**src/rtl/qe_pkg.sv**
```systemverilog
// Shared types and constants for the quadratic-equation / product-sum MAC feeder.
package qe_pkg;

  localparam int unsigned OP_W  = 8;
  localparam int unsigned RES_W = 16;

  localparam logic MODE_QE = 1'b0;
  localparam logic MODE_PS = 1'b1;

  typedef enum logic [1:0] {
    IDLE,
    STREAM,
    WAIT,
    HOLD
  } feeder_state_e;

  typedef struct packed {
    logic [OP_W-1:0] a;
    logic [OP_W-1:0] x;
  } operand_pair_t;

endpackage

```
**src/rtl/qe_operand_feeder_if.sv**
```systemverilog
// Feeder-to-MAC operand/result bus; master is the feeder, slave is the MAC.
interface qe_operand_feeder_if;
  import qe_pkg::*;

  logic [OP_W-1:0]  mac_a;
  logic [OP_W-1:0]  mac_b;
  logic [OP_W-1:0]  mac_c;
  logic [OP_W-1:0]  mac_x;
  logic             mac_mode;
  logic             mac_valid_in;
  logic             mac_last_input;
  logic             mac_valid_out;
  logic [RES_W-1:0] mac_result;

  modport master (
    output mac_a, mac_b, mac_c, mac_x, mac_mode, mac_valid_in, mac_last_input,
    input  mac_valid_out, mac_result
  );

  modport slave (
    input  mac_a, mac_b, mac_c, mac_x, mac_mode, mac_valid_in, mac_last_input,
    output mac_valid_out, mac_result
  );

endinterface

```
**src/rtl/qe_operand_fifo.sv**
```systemverilog
// Show-ahead operand-pair FIFO; full is judged before any same-cycle pop.
module qe_operand_fifo
  import qe_pkg::*;
#(
  parameter int unsigned DEPTH = 8
) (
  input  logic                    clk,
  input  logic                    reset,
  input  logic                    push,
  input  operand_pair_t           push_data,
  input  logic                    pop,
  output operand_pair_t           pop_data,
  output logic                    full,
  output logic                    empty,
  output logic [$clog2(DEPTH):0]  count
);

  localparam int unsigned PTR_W = $clog2(DEPTH);
  localparam int unsigned CNT_W = PTR_W + 1;

  operand_pair_t    mem [DEPTH];
  logic [PTR_W-1:0] wr_ptr;
  logic [PTR_W-1:0] rd_ptr;
  logic             push_ok;
  logic             pop_ok;

  assign full     = (count == CNT_W'(DEPTH));
  assign empty    = (count == '0);
  assign push_ok  = push && !full;
  assign pop_ok   = pop && !empty;
  assign pop_data = mem[rd_ptr];

  always_ff @(posedge clk or posedge reset) begin
    if (reset) begin
      wr_ptr <= '0;
      rd_ptr <= '0;
      count  <= '0;
    end else begin
      if (push_ok) wr_ptr <= wr_ptr + PTR_W'(1);
      if (pop_ok)  rd_ptr <= rd_ptr + PTR_W'(1);
      count <= count + CNT_W'(push_ok) - CNT_W'(pop_ok);
    end
  end

  // Storage needs no reset: pointers define what is valid.
  always_ff @(posedge clk) begin
    if (push_ok) mem[wr_ptr] <= push_data;
  end

endmodule

```
**src/rtl/qe_operand_feeder.sv**
```systemverilog
// Buffers host operand pairs, bursts them into the MAC and returns its result.
// Define QE_FEEDER_TIMEOUT_EN to abort a job that waits TIMEOUT cycles for a result.
module qe_operand_feeder
  import qe_pkg::*;
#(
  parameter int unsigned DEPTH   = 8,
  parameter int unsigned TIMEOUT = 64
) (
  input  logic                 clk,
  input  logic                 reset,
  input  logic                 wr_en,
  input  logic [OP_W-1:0]      wr_a,
  input  logic [OP_W-1:0]      wr_x,
  output logic                 wr_full,
  input  logic [OP_W-1:0]      cfg_b,
  input  logic [OP_W-1:0]      cfg_c,
  input  logic                 start,
  input  logic                 start_mode,
  output logic                 busy,
  qe_operand_feeder_if.master  mac,
  output logic                 res_valid,
  input  logic                 res_ready,
  output logic [RES_W-1:0]     res_data,
  output logic                 res_timeout
);

  localparam int unsigned BEAT_W = $clog2(DEPTH) + 1;

  feeder_state_e     state;
  logic [BEAT_W-1:0] n_beats;
  logic [BEAT_W-1:0] beat_cnt;
  logic [BEAT_W-1:0] fifo_count;
  operand_pair_t     head;
  logic              fifo_empty;
  logic              start_ok_c;
  logic              more_c;
  logic              pop_c;

`ifdef QE_FEEDER_TIMEOUT_EN
  localparam int unsigned TO_W = $clog2(TIMEOUT) + 1;
  logic [TO_W-1:0] to_cnt;
`else
  // TIMEOUT has no effect while the abort path is compiled out.
  if (TIMEOUT == 0) begin : g_timeout_unused
  end
`endif

  // First beat is popped in the start cycle so it appears one cycle later.
  assign start_ok_c = (state == IDLE) && start && !fifo_empty;
  assign more_c     = (state == STREAM) && (beat_cnt != n_beats);
  assign pop_c      = start_ok_c || more_c;

  qe_operand_fifo #(.DEPTH(DEPTH)) u_fifo (
    .clk       (clk),
    .reset     (reset),
    .push      (wr_en),
    .push_data ('{a: wr_a, x: wr_x}),
    .pop       (pop_c),
    .pop_data  (head),
    .full      (wr_full),
    .empty     (fifo_empty),
    .count     (fifo_count)
  );

  always_ff @(posedge clk or posedge reset) begin
    if (reset) begin
      state              <= IDLE;
      n_beats            <= '0;
      beat_cnt           <= '0;
      busy               <= 1'b0;
      mac.mac_a          <= '0;
      mac.mac_b          <= '0;
      mac.mac_c          <= '0;
      mac.mac_x          <= '0;
      mac.mac_mode       <= 1'b0;
      mac.mac_valid_in   <= 1'b0;
      mac.mac_last_input <= 1'b0;
      res_valid          <= 1'b0;
      res_data           <= '0;
      res_timeout        <= 1'b0;
`ifdef QE_FEEDER_TIMEOUT_EN
      to_cnt             <= '0;
`endif
    end else begin
      // Operand bus idles at zero unless a beat is launched this cycle.
      mac.mac_a          <= '0;
      mac.mac_b          <= '0;
      mac.mac_c          <= '0;
      mac.mac_x          <= '0;
      mac.mac_valid_in   <= 1'b0;
      mac.mac_last_input <= 1'b0;

      case (state)
        IDLE: begin
          if (start_ok_c) begin
            state              <= STREAM;
            busy               <= 1'b1;
            mac.mac_mode       <= start_mode;
            n_beats            <= (start_mode == MODE_QE) ? BEAT_W'(1) : fifo_count;
            beat_cnt           <= BEAT_W'(1);
            mac.mac_valid_in   <= 1'b1;
            mac.mac_a          <= head.a;
            mac.mac_x          <= head.x;
            mac.mac_b          <= (start_mode == MODE_QE) ? cfg_b : '0;
            mac.mac_c          <= (start_mode == MODE_QE) ? cfg_c : '0;
            mac.mac_last_input <= (start_mode == MODE_PS) && (fifo_count == BEAT_W'(1));
          end
        end

        STREAM: begin
          if (more_c) begin
            beat_cnt           <= beat_cnt + BEAT_W'(1);
            mac.mac_valid_in   <= 1'b1;
            mac.mac_a          <= head.a;
            mac.mac_x          <= head.x;
            mac.mac_last_input <= (mac.mac_mode == MODE_PS) &&
                                  ((beat_cnt + BEAT_W'(1)) == n_beats);
          end else begin
            state <= WAIT;
`ifdef QE_FEEDER_TIMEOUT_EN
            to_cnt <= '0;
`endif
          end
        end

        WAIT: begin
          if (mac.mac_valid_out) begin
            state       <= HOLD;
            res_valid   <= 1'b1;
            res_data    <= mac.mac_result;
            res_timeout <= 1'b0;
          end
`ifdef QE_FEEDER_TIMEOUT_EN
          else if (to_cnt == TO_W'(TIMEOUT - 1)) begin
            state       <= HOLD;
            res_valid   <= 1'b1;
            res_data    <= '0;
            res_timeout <= 1'b1;
          end else begin
            to_cnt <= to_cnt + TO_W'(1);
          end
`endif
        end

        HOLD: begin
          if (res_ready) begin
            state        <= IDLE;
            busy         <= 1'b0;
            mac.mac_mode <= 1'b0;
            res_valid    <= 1'b0;
            res_data     <= '0;
            res_timeout  <= 1'b0;
          end
        end

        default: state <= IDLE;
      endcase
    end
  end

endmodule

```
**src/flat_wrapper.sv**
```systemverilog
// flat-port wrapper written by rule: the top's interface ports become plain ports
module qe_operand_feeder_flat import qe_pkg::*;
#(
  parameter int unsigned DEPTH   = 8,
  parameter int unsigned TIMEOUT = 64
)
  (clk, reset, wr_en, wr_a, wr_x, wr_full, cfg_b, cfg_c, start, start_mode, busy, res_valid, res_ready, res_data, res_timeout, mac_mac_a, mac_mac_b, mac_mac_c, mac_mac_x, mac_mac_mode, mac_mac_valid_in, mac_mac_last_input, mac_mac_valid_out, mac_mac_result);
  qe_operand_feeder_if mac_i ();
  input  logic clk;
  input  logic reset;
  input  logic wr_en;
  input  logic [OP_W-1:0] wr_a;
  input  logic [OP_W-1:0] wr_x;
  output logic wr_full;
  input  logic [OP_W-1:0] cfg_b;
  input  logic [OP_W-1:0] cfg_c;
  input  logic start;
  input  logic start_mode;
  output logic busy;
  output logic res_valid;
  input  logic res_ready;
  output logic [RES_W-1:0] res_data;
  output logic res_timeout;
  output wire logic [$bits(mac_i.mac_a)-1:0] mac_mac_a;
  output wire logic [$bits(mac_i.mac_b)-1:0] mac_mac_b;
  output wire logic [$bits(mac_i.mac_c)-1:0] mac_mac_c;
  output wire logic [$bits(mac_i.mac_x)-1:0] mac_mac_x;
  output wire logic [$bits(mac_i.mac_mode)-1:0] mac_mac_mode;
  output wire logic [$bits(mac_i.mac_valid_in)-1:0] mac_mac_valid_in;
  output wire logic [$bits(mac_i.mac_last_input)-1:0] mac_mac_last_input;
  input wire logic [$bits(mac_i.mac_valid_out)-1:0] mac_mac_valid_out;
  input wire logic [$bits(mac_i.mac_result)-1:0] mac_mac_result;
  assign mac_mac_a = mac_i.mac_a;
  assign mac_mac_b = mac_i.mac_b;
  assign mac_mac_c = mac_i.mac_c;
  assign mac_mac_x = mac_i.mac_x;
  assign mac_mac_mode = mac_i.mac_mode;
  assign mac_mac_valid_in = mac_i.mac_valid_in;
  assign mac_mac_last_input = mac_i.mac_last_input;
  assign mac_i.mac_valid_out = mac_mac_valid_out;
  assign mac_i.mac_result = mac_mac_result;
  qe_operand_feeder #(.DEPTH(DEPTH), .TIMEOUT(TIMEOUT)) u_core (.clk(clk), .reset(reset), .wr_en(wr_en), .wr_a(wr_a), .wr_x(wr_x), .wr_full(wr_full), .cfg_b(cfg_b), .cfg_c(cfg_c), .start(start), .start_mode(start_mode), .busy(busy), .mac(mac_i), .res_valid(res_valid), .res_ready(res_ready), .res_data(res_data), .res_timeout(res_timeout));
endmodule
```
**config.mk**
```make
export PLATFORM = sky130hd
export DESIGN_NAME = qe_operand_feeder_flat
export DESIGN_NICKNAME = d
export VERILOG_FILES = /design/src/rtl/qe_pkg.sv /design/src/rtl/qe_operand_feeder_if.sv /design/src/rtl/qe_operand_fifo.sv /design/src/rtl/qe_operand_feeder.sv /design/src/flat_wrapper.sv
export SDC_FILE = /design/constraint.sdc
export NUM_CORES = 1
export LEC_CHECK = 0
export BUFFER_PORTS_ARGS = -buffer_cell sky130_fd_sc_hd__buf_2
export CAP_MARGIN = 20
export CORE_MARGIN = 2
export CORE_UTILIZATION = 59
export CTS_BUF_LIST = sky130_fd_sc_hd__clkbuf_4 sky130_fd_sc_hd__clkbuf_8
export CTS_CLUSTER_SIZE = 24
export DETAILED_ROUTE_END_ITERATION = 10
export PLACE_DENSITY_LB_ADDON = 0.3
export RECOVER_POWER = 100
export SLEW_MARGIN = 20
export SYNTH_ARGS = -nofsm -noshare
export SYNTH_HDL_FRONTEND = slang
export SYNTH_SLANG_ARGS = --single-unit
```
**constraint.sdc**
```tcl
create_clock -name clk -period 3.6 [get_ports clk]
set_clock_uncertainty 0.05 [all_clocks]
set_input_delay 0.72 -clock clk [delete_from_list [all_inputs] [get_ports clk]]
set_output_delay 0.72 -clock clk [all_outputs]
set_load 0.01 [all_outputs]
```
* After elaboration in Yosys (flattened, before gate mapping)
Memories as Yosys holds them, arrays and structs flattened. Cells that the tools add are included.
Word-level totals: register bits 74, bits in writable memories 128, input bits 55, output and inout port bits 55, logic and storage cells 96, memories kept 1
Memory list:
- u_core.u_fifo.mem | words 8, width 16, read ports 1, clocked after memory_dff 0, write ports 1, RTL line qe_operand_fifo.sv:21 | operand_pair_t mem [DEPTH];
Cells by class: add/subtract/negate cells 5, equal/unequal tests 12, multiplexer cells 41, reductions and logical operators 20
Operator list (count):
- 8-bit two-way mux | 10
- 16-bit two-way mux | 2
- 16-bit case mux with 2 select lines | 1
- 8-bit case mux with 2 select lines | 2
- 4-bit two-way mux | 3
- 1-bit case mux with 2 select lines | 6
- 1-bit two-way mux | 11
- 3-bit AND reduction | 3
- 2-bit two-way mux | 4
- 2-bit case mux with 4 select lines | 1
- 4-bit case mux with 2 select lines | 1
- 1-bit logical AND | 7
- 3-bit by 1-bit adder with 3-bit output, second input constant | 2
- 2-bit != test, second input constant | 3
- 2-bit nonzero test | 3
- 4-bit by 1-bit adder with 4-bit output | 1
- 4-bit by 1-bit adder with 4-bit output, second input constant | 1
- 2-bit == test, second input constant | 2
- 4-bit by 1-bit == test with 1-bit output, second input constant | 1
- 4-bit == test | 1
- 4-bit == test, second input constant | 1
- 4-bit zero test | 1
- 2-bit by 1-bit != test with 1-bit output, second input constant | 2
- 4-bit != test | 1
- other kinds (7) | 8

* Longest topological paths before layout
depth after elaboration 6, depth in mapped cells 12, mapped depth without buffers 11

* By module
A second synthesis with hierarchy kept.
Second synthesis, totals: cell total of the unflattened synthesis 448, area, all modules 8010.2 µm²
By module, submodules not included:
- qe_operand_fifo | times used 1, cells an instance 245, area an instance 5506.5 µm²
- qe_operand_feeder | times used 1, cells an instance 203, area an instance 2503.7 µm²

* Worst setup path after synthesis
OpenSTA, ideal clock, no wires.
path type register to register, from register u_core.u_fifo.count[2], to memory u_core.u_fifo.mem[0][0] in the netlist's numbering (enable), data arrival time 2.277 ns, required time 3.141 ns, path slack 0.863 ns, stages on the path, launching flop included 7, path buffers 0, period minus slack after synthesis 2.737 ns, cells stage by stage dfrtp_1 > inv_1 > ha_1 > nor3b_1 > nor2b_1 > nand2b_1 > nor3_1
Between the ends: word-level cells in the longest chain between the ends 5
Ends and longest elaborated chain:
- start, declared | RTL line qe_operand_fifo.sv:15 | output logic [$clog2(DEPTH):0] count
- start signal, assigned | RTL line qe_operand_fifo.sv:41 | count <= count + CNT_W'(push_ok) - CNT_W'(pop_ok);
- 4-bit == test | RTL line qe_operand_fifo.sv:27 | assign full = (count == CNT_W'(DEPTH));
- via wr_full | RTL line flat_wrapper.sv:14 | output logic wr_full;
- 1-bit zero test | RTL line qe_operand_fifo.sv:29 | assign push_ok = push && !full;
- 1-bit logical AND | RTL line qe_operand_fifo.sv:29
- 1-bit two-way mux | RTL line qe_operand_fifo.sv:47 | if (push_ok) mem[wr_ptr] <= push_data;
- 1-bit two-way mux (implied by the code) | RTL line qe_operand_fifo.sv:47
- end, declared | RTL line qe_operand_fifo.sv:21
The timed path passes the listed nets, and every way through them passes these cells.

* Worst setup path after layout
from register u_core.u_fifo.count[2], to register u_core.u_fifo.count[3]
Between the ends: word-level cells in the longest chain between the ends 6, elaborated cells on any way between the ends 10, classes of those cells 2 x add/sub; 1 x eq/ne; 7 x reduce/logical
Ends and longest elaborated chain:
- 4-bit zero test * | RTL line qe_operand_fifo.sv:28 | assign empty = (count == '0);
- 1-bit zero test * | RTL line qe_operand_fifo.sv:30, qe_operand_feeder.sv:49
- 1-bit logical AND | RTL line qe_operand_feeder.sv:49 | assign start_ok_c = (state == IDLE) && start && !fifo_empty;
- 1-bit logical OR | RTL line qe_operand_feeder.sv:51 | assign pop_c = start_ok_c || more_c;
- 1-bit logical AND * | RTL line qe_operand_fifo.sv:30 | assign pop_ok = pop && !empty;
- via u_core.u_fifo.pop_ok | RTL line qe_operand_fifo.sv:25 | logic pop_ok;
- 4-bit by 1-bit subtractor with 4-bit output * | RTL line qe_operand_fifo.sv:41
Mark *: on every way through the listed nets, which the timed path passes. The rest lies on a longest branch. A chain may end at the register's enable or synchronous reset.

==> flow_summary_export.csv <==
group,metric,value,unit
sta,worstMarginPinSlew,1.48,ns
synthesis,synthXorXnorAreaFrac,0.0133,
routing,ant_nets,0,
place,portBuffers,108,
cells_and_area,n_fill_cell,938,
critical_path,crit_start,"u_core.u_fifo.count[2]$_DFF_PP0_",
cells_and_area,drive_gt1_frac,0.197,
sta,rsz0062_at_grt,"no",
clock_tree,cts_buffer_depth,3,
die,ioPinCount,110,
synthesis,synth_top_family_by_area,"multiplexers",
power,peakVddDrop,0.449,mV
job,cap_violations,0,
critical_path,worstSetupPathType,"reg2reg",
outcome,status,"finished clean",
critical_path,crit_arrival,3.49,ns
die,rows,42,
clock_tree,cts.repair.resized,0,
grt,antenna_found_initial,0,
grt,grt_overflow,0,
sta,max_freq,326,MHz
grt,grt_pass1_vias,4625,
grt,grt_pass1_wl,23900,µm
sta,min_period,3.06,ns
synthesis,yosys_warnings,0,
clock_tree,cts_num_sinks,201,
power,leakagePower,3.58,nW
place,gp_routability_congestion,0.808,
routing,drc,0,
clock_tree,cts_setup_buffers,0,
critical_path,r2r_start,"u_core.u_fifo.count[2]$_DFF_PP0_",
synthesis,netlist_instances,480,
clock_tree,cts_tree,"built",
routing,wl_per_cell,18.4,µm
synthesis,synth_cell_type_count,43,
die,fp.dieW,120,µm
routing,routed_wl,15000,µm
cells_and_area,stdcell_area,9130,µm²
place,dp_hpwl,9270,µm
clock_tree,clk_pin_slew,0.06,ns
synthesis,syn_nets,550,
die,core,13100,µm²
cells_and_area,area_growth,15.7,%
sta,slew_headroom,0.0126,
clock_tree,hold_buffers,0,
worst_hold_path,hp-start,"cfg_c[5]",
grt,track_usage,0.216,
critical_path,required,4.03,ns
cells_and_area,nNetsFinal,686,
clock_tree,cts_made_buffers,31,
sta,fin_tns_setup,0,ns
synthesis,synth-seq-area-share,0.718,
routing,vias,4464,
critical_path,critPathMaxFanout,6,
critical_path,crit_path_end_kind,"register",
cells_and_area,regArea,5670,µm²
die,start_util,0.601,
synthesis,synth_compound_area_frac,0.0284,
worst_hold_path,hold_path_class,"in2reg",
synthesis,synth.cell_area,7900,µm²
cells_and_area,diodes,0,
sta,setup_viol,0,
synthesis,ys.flop_type,"edfxtp_1",
place,placed_area,8690,µm²
grt,grt_max_degree,35,
clock_tree,htreeDepth,1,
clock_tree,clock_latency,0.56,ns
die,die_y,120,µm
sta,hold_viol_final,0,
synthesis,synth_fa_ha_area_frac,0.0247,
die,dieArea,14300,µm²
cells_and_area,multi_input_area,2010,µm²
routing,first_iter_violations,384,
synthesis,yosys.area_share.simple,0.0691,
synthesis,synthMuxAreaShare,0.118,
power,power.density,809,nW/µm²
synthesis,avgSynthCellArea,16.4,µm²
routing,via_per_inst,5.46,
sta,drv_slew,0,
sta,finalCritPeriodShare,0.851,
synthesis,synth_edf_count,128,
critical_path,cp-start-kind,"register",
clock_tree,root_buffer,"clkbuf_8",
synthesis,ys_ff_latch,201,
synthesis,async_flop_share,0.363,
routing,drtPass1Iterations,4,
==> stage by stage <==
| step | std cells | setup slack (ns) | power (mW) | hold slack (ns) | util |
|---|---|---|---|---|---|
| 2_1_floorplan | 480 | 0.863 | 5.01 | 0.407 | - |
| 3_3_place_gp | 759 | 0.655 | 5.64 | 0.429 | 0.662 |
| 3_5_place_dp | 759 | 0.566 | 5.75 | 0.432 | 0.662 |
| 4_1_cts | 817 | 0.560 | 7.54 | 0.188 | 0.706 |
| 5_1_grt | 817 | 0.380 | 7.85 | 0.303 | 0.695 |
| 6_report | 817 | 0.535 | 7.39 | 0.322 | 0.695 |
==> final timing paths <==
check / endpoint / cells after the start / slack (ns)
min reg2reg: u_core.n_beats[2]$_DFFE_PP0P_ / 2 / 0.45
max reg2reg: u_core.u_fifo.count[3]$_DFF_PP0_ / 12 / 0.54
min in group asynchronous: u_core.res_data[0]$_DFFE_PP0P_ / 2 / 0.40
max in group asynchronous: u_core.u_fifo.rd_ptr[0]$_DFFE_PP0P_ / 3 / 1.06
max: u_core.u_fifo.count[3]$_DFF_PP0_ / 12 / 0.54
min: u_core.mac.mac_c[5]$_DFF_PP0_ / 2 / 0.32
==> state kept, by name, summed over array words and instances, names as in the netlist <==
| register | flops |
|---|---|
| u_core.mac.mac_b | 8 |
| u_core.mac.mac_last_input | 1 |
| u_core.n_beats | 4 |
| u_core.u_fifo.rd_ptr | 3 |
| u_core.u_fifo.count | 4 |
| u_core.mac.mac_valid_in | 1 |
| u_core.res_data | 16 |
| u_core.u_fifo.wr_ptr | 3 |
| u_core.busy | 1 |
| u_core.mac.mac_a | 8 |
| u_core.beat_cnt | 4 |
| u_core.state | 2 |
| u_core.u_fifo.mem | 128 |
| u_core.res_valid | 1 |
| u_core.mac.mac_x | 8 |
| u_core.mac.mac_c | 8 |
| u_core.mac.mac_mode | 1 |
==> worst max-delay path, stage by stage, from the launching register on <==
cell	delay (ns)
dfrtp_1	0.34
inv_1	0.07
ha_1	0.23
nor3b_1	0.15
clkbuf_1	0.15
or3_1	0.44
a21oi_1	0.39
ha_1	0.29
inv_1	0.06
ha_1	0.29
a21o_1	0.19
a21oi_1	0.18
xor2_1	0.16
==> report_power, final <==
part,switching (mW),internal [mW]
sequential,0.318,2.98
clock,0.829,0.947
combinational,1.32,0.994
total,2.46,4.92
==> synth_stat cells (2+ instances only) <==
cell type	count	area (µm²)
a211oi_1	2	15.0
a21o_1	3	22.5
a21oi_1	3	15.0
and2_1	16	100
buf_2	5	25.0
clkbuf_1	13	48.8
dfrtp_1	73	1830
edfxtp_1	128	3840
ha_1	14	175
inv_1	31	116
mux2_2	3	33.8
mux2i_1	18	180
mux4_2	32	721
nand2_1	18	67.6
nand2b_1	3	18.8
nand3_1	26	130
nand4_1	5	31.3
nor2_1	28	105
nor2b_1	4	25.0
nor3_1	3	15.0
nor3b_1	2	15.0
o21ai_0	18	90.1
o2bb2ai_1	2	17.5
xnor2_1	4	35.0
xor2_1	8	70.1
==> layout by cell type (no fill, tap or decap), types with 2 or more instances in the layout <==
| cell type | instances |
|---|---|
| buf_4 | 3 |
| clkinv_1 | 15 |
| xnor2_1 | 4 |
| nor3b_1 | 2 |
| a21o_1 | 3 |
| nand3_1 | 26 |
| nor2b_1 | 4 |
| nand2_1 | 18 |
| and2_0 | 13 |
| edfxtp_1 | 128 |
| clkbuf_4 | 7 |
| o2bb2ai_1 | 2 |
| mux2_2 | 3 |
| dfrtp_1 | 71 |
| nand2b_1 | 3 |
| ha_1 | 14 |
| nand4_1 | 5 |
| clkbuf_1 | 82 |
| dfrtp_2 | 2 |
| mux4_2 | 32 |
| a211oi_1 | 2 |
| nor2_1 | 28 |
| nor3_2 | 2 |
| xor2_1 | 8 |
| nor3_1 | 2 |
| inv_1 | 31 |
| o21ai_0 | 18 |
| a21oi_1 | 3 |
| clkbuf_8 | 31 |
| buf_2 | 38 |
| clkinv_2 | 4 |
| and2_1 | 3 |
| mux2i_1 | 18 |
==> layer usage <==
layer | wire [µm] | GRT usage | vias up
met1 | 6380 | 0.292 | 2224
met4 | 252 | 0.0566 | 0
met3 | 1030 | 0.0452 | 25
met2 | 7340 | 0.364 | 167
met5 | 0 | 0 | -
li1 | - | - | 2048
==> layout make-up <==
| class | count | share of cell area |
|---|---|---|
| flip-flops and latches | 201 | 0.621 |
| multi-input cells | 226 | 0.220 |
| repair buffers | 123 | 0.0570 |
| clock buffers | 38 | 0.0525 |
| well taps | 176 | 0.0241 |
| inverters | 33 | 0.0136 |
| clock inverters | 20 | 0.0121 |
==> logic make-up (layout without fill, tap and decap cells) <==
logic type | Yosys count | count (layout)
flip-flops | 201 | 201
multiplexers | 53 | 53
XOR/XNOR | 12 | 12
AND/OR/NAND/NOR | 110 | 110
buffers and inverters | 53 | 214
other | 1 | 1
adder cells (fa/ha/maj) | 15 | 15
AO/OA/AOI/OAI | 35 | 35
(Power assumes the default switching activity.)
